**src/rtl/cnn_pkg.sv**
```systemverilog
// cnn_pkg: shared defaults and width helpers for the CNN pooling stage.
package cnn_pkg;

    localparam int DEF_DATA_W = 8;
    // SIGNED_DATA convention: 1 compares pixels as two's complement, 0 as unsigned
    localparam bit DEF_SIGNED_DATA = 1'b1;

    function automatic int clog2_min1(input int n);
        return (n > 1) ? $clog2(n) : 1;
    endfunction

endpackage

```
**src/rtl/cnn_max2.sv**
```systemverilog
// cnn_max2: combinational two-input max; on a tie the common value comes out.
module cnn_max2 import cnn_pkg::*; #(
    parameter int DATA_W      = DEF_DATA_W,
    parameter bit SIGNED_DATA = DEF_SIGNED_DATA
) (
    input  logic [DATA_W-1:0] a,
    input  logic [DATA_W-1:0] b,
    output logic [DATA_W-1:0] y
);

    logic a_gt;

    assign a_gt = SIGNED_DATA ? ($signed(a) > $signed(b)) : (a > b);
    assign y    = a_gt ? a : b;

endmodule

```
**src/rtl/cnn_maxpool_parallel.sv**
```systemverilog
// cnn_maxpool_parallel: 2x2 stride-2 max pool over a two-pixel-per-beat raster stream.
module cnn_maxpool_parallel import cnn_pkg::*; #(
    parameter int DATA_W      = DEF_DATA_W,
    parameter int IMG_W       = 8,
    parameter int IMG_H       = 8,
    parameter bit SIGNED_DATA = DEF_SIGNED_DATA,
    localparam int BPR        = IMG_W / 2,
    localparam int CW         = clog2_min1(BPR),
    localparam int RW         = clog2_min1(IMG_H / 2)
) (
    input  logic              clk,
    input  logic              rst,
    input  logic              in_valid,
    input  logic [DATA_W-1:0] in_a,
    input  logic [DATA_W-1:0] in_b,
    output logic              out_valid,
    output logic [DATA_W-1:0] out_data,
    output logic [CW-1:0]     out_col,
    output logic [RW-1:0]     out_row,
    output logic              frame_done
);

    localparam int HW = clog2_min1(IMG_H);

    logic [CW-1:0]     col_cnt;
    logic [HW-1:0]     row_cnt;
    logic [DATA_W-1:0] linebuf [BPR];
    logic [DATA_W-1:0] h, v;
    logic              col_last, row_last, odd;

    cnn_max2 #(.DATA_W(DATA_W), .SIGNED_DATA(SIGNED_DATA)) u_hmax (
        .a(in_a), .b(in_b), .y(h)
    );

    cnn_max2 #(.DATA_W(DATA_W), .SIGNED_DATA(SIGNED_DATA)) u_vmax (
        .a(linebuf[col_cnt]), .b(h), .y(v)
    );

    assign col_last = col_cnt == CW'(BPR - 1);
    assign row_last = row_cnt == HW'(IMG_H - 1);
    assign odd      = row_cnt[0];

    // Even rows always refill the buffer before the odd row reads it, so no reset is needed
    always_ff @(posedge clk) begin
        if (in_valid && !odd) linebuf[col_cnt] <= h;
    end

    always_ff @(posedge clk or negedge rst) begin
        if (!rst) begin
            col_cnt    <= '0;
            row_cnt    <= '0;
            out_valid  <= 1'b0;
            out_data   <= '0;
            out_col    <= '0;
            out_row    <= '0;
            frame_done <= 1'b0;
        end else begin
            out_valid  <= in_valid && odd;
            frame_done <= in_valid && odd && col_last && row_last;
            if (in_valid) begin
                col_cnt <= col_last ? '0 : col_cnt + 1'b1;
                if (col_last) row_cnt <= row_last ? '0 : row_cnt + 1'b1;
                if (odd) begin
                    out_data <= v;
                    out_col  <= col_cnt;
                    out_row  <= RW'(row_cnt >> 1);
                end
            end
        end
    end

endmodule

```
**config.mk**
```make
export PLATFORM = sky130hd
export DESIGN_NAME = cnn_maxpool_parallel
export DESIGN_NICKNAME = d
export VERILOG_FILES = /design/src/rtl/cnn_pkg.sv /design/src/rtl/cnn_max2.sv /design/src/rtl/cnn_maxpool_parallel.sv
export SDC_FILE = /design/constraint.sdc
export NUM_CORES = 1
export LEC_CHECK = 0
export ABC_CLOCK_PERIOD_IN_PS = 4200
export CORE_MARGIN = 5
export CORE_UTILIZATION = 35
export CTS_CLUSTER_SIZE = 16
export DETAILED_ROUTE_END_ITERATION = 8
export DONT_BUFFER_PORTS = 1
export PLACE_DENSITY_LB_ADDON = 0.2
export SYNTH_ARGS = -nofsm -noshare
export SYNTH_HDL_FRONTEND = slang
export SYNTH_SLANG_ARGS = --single-unit
```
**constraint.sdc**
```tcl
create_clock -name clk -period 4.2 [get_ports clk]
set_input_delay 0.63 -clock clk [delete_from_list [all_inputs] [get_ports clk]]
set_output_delay 0.63 -clock clk [all_outputs]
set_load 0.02 [all_outputs]
```
# Yosys cells after proc, flatten, opt, wreduce, memory -nomap -nowiden
# Memory sizes are Yosys's and may differ from the RTL's.
# Cells that the tools add are included.
# word_totals
ramBits,32
reg_bits,19
memories,1
out_inout_bits,14
in_bits,19
word_cells,27
# classes
addsub,2
muxes,6
magnitude_cmp,2
eq_ne,2
n_reduce_logical,7
# memory_table
memory,depth,word_bits,read_ports,rd_clocked_by_memory_dff,write_ports,line_no,text
linebuf,4,8,1,0,1,cnn_maxpool_parallel.sv:27,logic [DATA_W-1:0] linebuf [BPR];
# op_table
cell,count
$gt 8x8->1,2
$mux 8,2
$logic_and 1x1->1,4
$reduce_and 2->1,2
$add 3x1->3 const B,1
$eq 3x3->1 const B,1
$mux 3,1
$add 2x1->2 const B,1
$eq 2x2->1 const B,1
$mux 1,2
$mux 2,1
$logic_not 1->1,1

# Longest topological paths before layout
# Gate-level depths: netlist of the first run.
# logic_depth
depth_word,4
depth_mapped,17
mapped_depth_nobuf,15

# Cells and area by module
# A second synthesis of the first run with hierarchy kept.
# unflattened
cells_unflattened,181
area_unflattened_um2,2737.6
# by_module_without_submodules
module,cells_per_inst,area_per_inst_um2,seq_area_each_um2,instances
cnn_maxpool_parallel,101,2016.9,1436.4,1
cnn_max2,40,360.3,0.0,2

# Worst setup path after synthesis of the first run
# OpenSTA, ideal clock, no wires.
# synth_path
path_kind,input-to-reg
from,input in_b[5]
to,register out_data[0]
path_slack_ps,453
setup_ps,87
path_stages,16
arrival_time_ps,3661
t_required_ps,4113
path_buffers,2
path_cell_list,inv_1 ha_1 a21oi_1 o21ai_1 a311oi_2 mux2_4 buf_12 mux2i_4 ha_1 a21oi_1 nor2b_1 o32ai_2 mux2i_2 or3_1 buf_2 o211ai_1
# synth_between
elab_chain_cells,4
# synth_rtl
element,line_no,text
"start, declared",cnn_maxpool_parallel.sv:15,"input logic [DATA_W-1:0] in_b,"
$gt 8x8->1,cnn_max2.sv:13,assign a_gt = SIGNED_DATA ? ($signed(a) > $signed(b)) : (a > b);
$mux 8 *,cnn_max2.sv:14,assign y = a_gt ? a : b;
$gt 8x8->1,cnn_max2.sv:13,
$mux 8 *,cnn_max2.sv:14,
"end signal, assigned",cnn_maxpool_parallel.sv:64,out_data <= v;
"end, declared",cnn_maxpool_parallel.sv:17,"output logic [DATA_W-1:0] out_data,"
# Mark *: on every way between the ends. The rest lies on a longest branch, timed or not.
# A chain may end at the register's enable or synchronous reset.

# Worst setup path in the final report of the first run
# Ends and elaborated chain as after synthesis.

==> summary.txt, run 1 <==
Clock network
  – CTS buffer count: 5
  – Worst skew pair latency: 0.31 ns
  – CTS tree: yes
  – CTS Sinks: 51
  – Post-cts resize count: 0
  – H-Tree Depth: 2
  – CTS clk-pin slew, worst paths: 0.10 ns
  – Root Driver: clkbuf_8
  – CTS Buffer Depth: 2

Global route
  – Global routing usage on met2: 18.4%
  – Pin count of the biggest net entering global routing: 17
  – Met1 Use GR: 14.5%
  – Total track usage: 11.5%
  – Total global routing overflow: 0
  – Global-route wire length before repair: 8650 um
  – Initial antenna violation count: 0
  – Met3 Use GR: 4.57%
  – Vias in the first global route: 1644
  – Grt peak-use layer: met2

Die
  – Starting Density: 35.6%
  – Rows: 32
  – Total core area: 7610 um^2
  – Ports: 33
  – Die height: 97.9 um
  – Die area: 9590 um^2
  – Die width: 97.9 um

Synthesis
  – Commonest cells post-synth: edfxtp_1, nand2_1, inv_1
  – Top post-synthesis cells by area: edfxtp_1, dfrtp_1, ha_1
  – Post-synth EDFFs: 32
  – Mapped Cells: 195
  – Synth Warn #: 0
  – Unique masters post-synth: 33
  – Net Count, Synth: 236
  – Primary FF master, synth: edfxtp_1
  – Yosys top cell by area: edfxtp_1
  – Avg Inst Size Synth: 13.9 um^2
  – Share of the synthesized area in the top cell type: 35.5%
  – Register bit total from synthesis: 51
  – Async SR Flop Fraction: 37.3%
  – Seq/Total Area, Yosys: 53.1%
  – Post-synthesis cell area: 2710 um^2
  – Most common cell in the netlist: edfxtp_1

Finish
  – Ant. Diodes: 0
  – Layout Area Growth over Synthesis: 7.45%
  – Layout cell share with drive strength beyond 1: 19.5%
  – Final nets: 240

Route
  – Drt first pass iters: 4
  – DRC violations left: 0
  – Remaining antenna violation count: 0
  – DRT Wirelength: 5180 um
  – Drt via density: 4.96
  – Via Count: 1499
  – Starting DRT DRC Count: 102
  – Routed WL per cell: 17.1 um

Timing
  – Skew final: 0.0135 ns
  – Endpoints failing setup: 0
  – Min Tclk post-route: 3.66 ns
  – Final hold violation count: 0
  – Post-route setup TNS: 0 ns
  – Max Slew Vio Count: 0
  – Tightest Pin Transition: 0.677 ns
  – Fmax: 273 MHz
  – Final worst path period share: 87.1%
  – Relative slew slack: 54.9%
  – RSZ-0062 raised after global routing: false

Setup path
  – Peak fanout along the critical path: 9
  – R2R depth: 8
  – Crit. End Element: flip-flop
  – WP data required: 4.42 ns
  – Crit-path max cell delay: 0.56 ns
  – Slowest cell on the critical path: or3_1
  – Worst-path cell chain: inv_1, ha_1, a21oi_1, o21ai_1, a311oi_2, mux2_4, mux2i_4, ha_1, a21oi_1, nor2b_1, o32ai_2, mux2i_2, or3_1, o211ai_1
  – Critical path class: input pin to flip-flop
  – Setup crit start kind: input pin
  – Worst EP arrival: 3.88 ns

Flow run
  – Max-cap violation count: 0

Power and ir drop
  – Worst IR drop on VDD: 0.142 mV
  – Total power: 0.00169 W
  – Switching power total: 0.000635 W
  – Logic pwr share: 33.1%
  – Clock power frac: 16.8%
  – P_int: 0.00106 W
  – Flop pwr share: 50.2%
  – Sw Ratio: 37.5%
  – Leakage: 1.17 nW
  – Pwr Density: 582 nW/um^2

Hold path
  – Hold Path Class: input pin to flip-flop
  – Hold Path Depth: 1

Placed design
  – Placer Congestion: 0.781
  – IO buf count: 0
  – DP HPWL: 4070 um

Status
  – Outcome: complete, no violations
[final timing paths]
check                            from          end  slack [ns]
setup / recovery              in_b[5]  out_data[0]        0.54
hold / removal               in_valid   col_cnt[1]        0.41
setup reg to reg           col_cnt[0]  out_data[0]        1.02
hold reg to reg            row_cnt[2]   out_row[1]        0.51
max in group asynchronous         rst  out_data[4]        3.00
min in group asynchronous         rst  out_data[1]        0.62
[sequential cells by signal, indices dropped and copies added (netlist names)]
register,flops
frame_done,1
out_col,2
col_cnt,2
out_row,2
out_data,8
linebuf,32
row_cnt,3
out_valid,1
[power by group through the flow]
stage	Sequential (W)	Clock, W	Combinational [W]
after floorplan	0.000798	0	0.000497
after global placement	0.000868	0	0.000560
after detailed placement	0.000867	0	0.000568
after CTS	0.000857	0.000293	0.000571
after global routing	0.000872	0.000314	0.000637
final	0.000849	0.000283	0.000559
[worst max-delay path, delay by kind of cell]
kind,cells,cell delay [ns]
AOI/OAI and AO/OA,6,1.12
adders and majority gates,2,0.61
buffers and inverters,1,0.02
muxes,3,0.87
and+or+nand+nor,2,0.63
[layer usage]
layer  share of wire [%]  routed length (um)
met5                   0                   0
met4                 1.2                  61
met3                 7.0                 360
met2                  48                2480
met1                  44                2280
[through the flow]
step / cells / setup WS (ns) / instance area (um^2) / utilization (%) / hold slack, ns
2_1_floorplan: 195 / 0.453 / 2710 / - / 0.334
3_3_place_gp: 292 / 0.196 / 2800 / 36.8 / 0.335
3_5_place_dp: 292 / 0.174 / 2800 / 36.8 / 0.335
4_1_cts: 301 / 0.493 / 2900 / 38.1 / 0.00624
5_1_grt: 302 / 0.292 / 2910 / 38.2 / 0.404
6_report: 302 / 0.541 / 2910 / 38.2 / 0.406
[kinds of logic (layout without fill, tap and decap cells)]
kind of cell | after synthesis | after routing | share of synthesized area, %
DFF | 51 | 51 | 53.1
and+or+nand+nor | 41 | 41 | 7.03
AOI/OAI and AO/OA | 32 | 32 | 10.2
buffers and inverters | 29 | 34 | 4.72
adders and majority gates | 22 | 22 | 10.2
muxes | 20 | 20 | 14.8
[timing repair]
| item | 4_1_cts | 5_1_grt |
|---|---|---|
| hold endpoints to repair | 14 | 5 |
| hold buffers | 1 | 1 |
| buffers inserted | 0 | 0 |
[final cells by class]
type	count	area [um^2]
repair buffers	3	27.5
inverters	23	86.3
clock buffers	6	76.3
flip-flops and latches	51	1440
multi-input cells	115	1140
well taps	102	128
fillers	721	4700
clock inverters	2	11.3
[cells in the final DEF, fill, tap and decap left out, types with 2 or more instances in the layout]
| cell | n |
|---|---|
| edfxtp_1 | 32 |
| nand2_1 | 24 |
| dlygate4sd3_1 | 2 |
| a21oi_1 | 4 |
| nor2b_1 | 4 |
| dfrtp_1 | 19 |
| o21ai_0 | 4 |
| mux4_2 | 8 |
| ha_1 | 22 |
| nand4_1 | 2 |
| o211ai_1 | 9 |
| clkbuf_8 | 5 |
| nor3_1 | 2 |
| a211oi_2 | 2 |
| o211ai_2 | 7 |
| mux2_2 | 2 |
| o21ai_1 | 2 |
| inv_1 | 23 |
| mux2i_4 | 7 |
| and2_1 | 4 |
Power figures use the tool's default switching activity.
==> inputs of run 2 (changes only) <==
--- a/config.mk
+++ b/config.mk
@@ -6,6 +6,7 @@
 export NUM_CORES = 1
 export LEC_CHECK = 0
 export ABC_CLOCK_PERIOD_IN_PS = 4200
+export CORE_ASPECT_RATIO = 2
 export CORE_MARGIN = 5
 export CORE_UTILIZATION = 35
 export CTS_CLUSTER_SIZE = 16
==> run 2 against run 1 <==
Worst setup slack got worse by 0.031 ns. Sequential share of layout area decreased by 1.2 points. Count of clock-buffer cells in the layout increased by 2. First-iteration DRC count decreased by 41%. Clock power increased by 66%. Final cell count decreased by 3.0%. Critical path depth unchanged. Hold slack got worse by 0.38 ns. Global-route usage increased by 0.058 points. Non-clock buffer count decreased by 1. Wire length increased by 0.60%.
==> summary.txt, run 2 (same netlist as run 1, synthesis figures left out) <==
Global route
  – Pin count of the biggest net entering global routing: 20 (was 17)
  – Global-route wire length before repair: 8300 um (was 8650 um)
  – Total track usage: 11.6% (was 11.5%)
  – Initial antenna violation count: 0 (unchanged)
  – Total global routing overflow: 0 (unchanged)
  – Vias in the first global route: 1602 (was 1644)

Hold path
  – Hold Path Class: input pin to async pin (was input pin to flip-flop)

Timing
  – Min Tclk post-route: 3.69 ns (was 3.66 ns)
  – Max Slew Vio Count: 0 (unchanged)
  – Tightest Pin Transition: 0.647 ns (was 0.677 ns)
  – RSZ-0062 raised after global routing: false (unchanged)
  – Setup ws final: 0.510 ns (was 0.541 ns)
  – Endpoints failing setup: 0 (unchanged)
  – Fmax: 271 MHz (was 273 MHz)
  – Skew final: 0.00658 ns (was 0.0135 ns)
  – Final hold violation count: 0 (unchanged)
  – Post-route setup TNS: 0 ns (unchanged)
  – Relative slew slack: 56.8% (was 54.9%)
  – Final worst path period share: 87.9% (was 87.1%)

Setup path
  – R2R setup slack: 1.09 ns (was 1.02 ns)
  – Reg2Reg Capture Point: out_data[0] (unchanged)
  – Setup crit start kind: input pin (unchanged)
  – Crit. End Element: flip-flop (unchanged)
  – Critical path class: input pin to flip-flop (unchanged)
  – Peak fanout along the critical path: 8 (was 9)
  – Reg2reg start: col_cnt[0] (unchanged)
  – R2R depth: 8 (unchanged)
  – WP data required: 4.41 ns (was 4.42 ns)
  – Worst EP arrival: 3.90 ns (was 3.88 ns)

Die
  – Die area: 9690 um^2 (was 9590 um^2)
  – Starting Density: 35.6% (about the same)
  – Rows: 45 (was 32)
  – Die width: 72.2 um (was 97.9 um)
  – Die height: 134 um (was 97.9 um)
  – Total core area: 7600 um^2 (was 7610 um^2)
  – Ports: 33 (unchanged)

Clock network
  – Root Driver: clkbuf_16 (was clkbuf_8)
  – Setup Fix Bufs, Post-CTS: 0 (unchanged)
  – CTS Sinks: 51 (unchanged)
  – Worst skew pair latency: 0.29 ns (was 0.31 ns)
  – CTS buffer count: 5 (unchanged)
  – Hold bufs inserted after CTS: 0 (was 1)
  – CTS tree: yes (unchanged)
  – Post-cts resize count: 0 (unchanged)
  – CTS clk-pin slew, worst paths: 0.07 ns (was 0.10 ns)
  – H-Tree Depth: 2 (unchanged)
  – CTS Buffer Depth: 2 (unchanged)

Finish
  – Final nets: 239 (was 240)
  – Most common cell after layout, fill and taps aside: edfxtp_1 (unchanged)
  – Ant. Diodes: 0 (unchanged)
  – Layout cell share with drive strength beyond 1: 20.1% (was 19.5%)
  – Commonest non-fill, non-tap cells in the layout: edfxtp_1, nand2_1, inv_1, ha_1, dfrtp_1 (unchanged)
  – Biggest register: linebuf (unchanged)
  – Final Non-Filler Cells: 293 (was 302)
  – Max reg flops: 32 (unchanged)
  – Layout Area Growth over Synthesis: 10.1% (was 7.45%)
  – Top Registers: linebuf: 32 flops, out_data: 8 flops, row_cnt: 3 flops (unchanged)

Power and ir drop
  – Flop pwr share: 44.8% (was 50.2%)
  – Sw Ratio: 34.1% (was 37.5%)
  – Worst IR drop on VDD: 0.195 mV (was 0.142 mV)
  – P_int: 0.00124 W (was 0.00106 W)
  – Pwr Density: 633 nW/um^2 (was 582 nW/um^2)
  – Leakage: 1.21 nW (was 1.17 nW)
  – Switching power total: 0.000643 W (was 0.000635 W)
  – Logic pwr share: 30.3% (was 33.1%)
  – Clock power frac: 24.9% (was 16.8%)
  – Total power: 0.00189 W (was 0.00169 W)

Route
  – Starting DRT DRC Count: 60 (was 102)
  – DRT Wirelength: 5210 um (was 5180 um)
  – Drt first pass iters: 4 (unchanged)
  – Routed WL per cell: 17.8 um (was 17.1 um)
  – DRC violations left: 0 (unchanged)
  – Drt via density: 5.13 (was 4.96)
  – Via Count: 1503 (was 1499)
  – Remaining antenna violation count: 0 (unchanged)

Flow run
  – Max-cap violation count: 0 (unchanged)

Placed design
  – Placement Setup Slack: 0.149 ns (was 0.174 ns)
  – Inst Count DP: 285 (was 292)
  – Placer Congestion: 0.758 (was 0.781)
  – DP HPWL: 4240 um (was 4070 um)
  – IO buf count: 0 (unchanged)

Status
  – Outcome: complete, no violations (unchanged)
[run 2: cell count changes in the layout (fill, tap and decap cells not counted)]
cell           previous run  this run
inv_4                     1         0
clkinv_2                  1         0
clkbuf_16                 0         7
clkbuf_8                  5         0
buf_4                     1         2
dlygate4sd3_1             2         0
[run 2: metal layers]
| metal | GRT usage, % | part of all wire (%) | up-vias |
|---|---|---|---|
| met2 | 21.5 | 59 | 28 |
| met3 | 3.30 | 5.2 | 9 |
| met4 | 5.96 | 2.9 | 0 |
| met1 | 11.0 | 33 | 745 |
| li1 | - | - | 721 |
| met5 | 0 | 0 | - |
[run 2: final cells by class]
cell class                      instances  area (um^2)
Fill cell                             733         4620
Sequential cell                        51         1440
Multi-Input combinational cell        115         1140
Clock buffer                            8          183
Tap cell                               94          118
Inverter                               23         86.3
Timing Repair Buffer                    2         15.0
[run 2: how the worst max path moves through the flow]
| stage | start | end | slack, ns | depth (start not counted) |
|---|---|---|---|---|
| floorplan | in_b[5] | out_data[0] | 0.45 | 16 |
| finish | in_b[5] | out_data[0] | 0.51 | 14 |
| global route | in_b[5] | out_data[0] | 0.37 | 14 |
| global placement | in_b[5] | out_data[0] | 0.19 | 14 |
| detailed placement | in_b[5] | out_data[0] | 0.15 | 14 |
| CTS | in_b[5] | out_data[0] | 0.48 | 14 |
[run 2: per-stage QoR]
step	utilization [%]	cell area (um^2)	hold WS, ns
2_1_floorplan	-	2710	0.334
3_3_place_gp	36.8	2800	0.335
3_5_place_dp	36.8	2800	0.335
4_1_cts	39.2	2980	0.0174
5_1_grt	39.2	2980	0.0137
6_report	39.2	2980	0.0281
[run 2: worst max-delay path, stage by stage]
cell and delay [ns]:
inv_1 0.03, ha_1 0.30, a21oi_1 0.16, o21ai_1 0.11, a311oi_2 0.30, mux2_4 0.45
mux2i_4 0.24, ha_1 0.33, a21oi_1 0.15, nor2b_1 0.08, o32ai_2 0.22, mux2i_2 0.11
or3_1 0.55, o211ai_1 0.24
[run 2: power by group through the flow]
| stage | clock network [W] | registers, W | logic [W] |
|---|---|---|---|
| floorplan | 0 | 0.000798 | 0.000497 |
| global placement | 0 | 0.000861 | 0.000577 |
| detailed placement | 0 | 0.000862 | 0.000585 |
| CTS | 0.000484 | 0.000852 | 0.000584 |
| global route | 0.000501 | 0.000864 | 0.000642 |
| finish | 0.000470 | 0.000846 | 0.000572 |
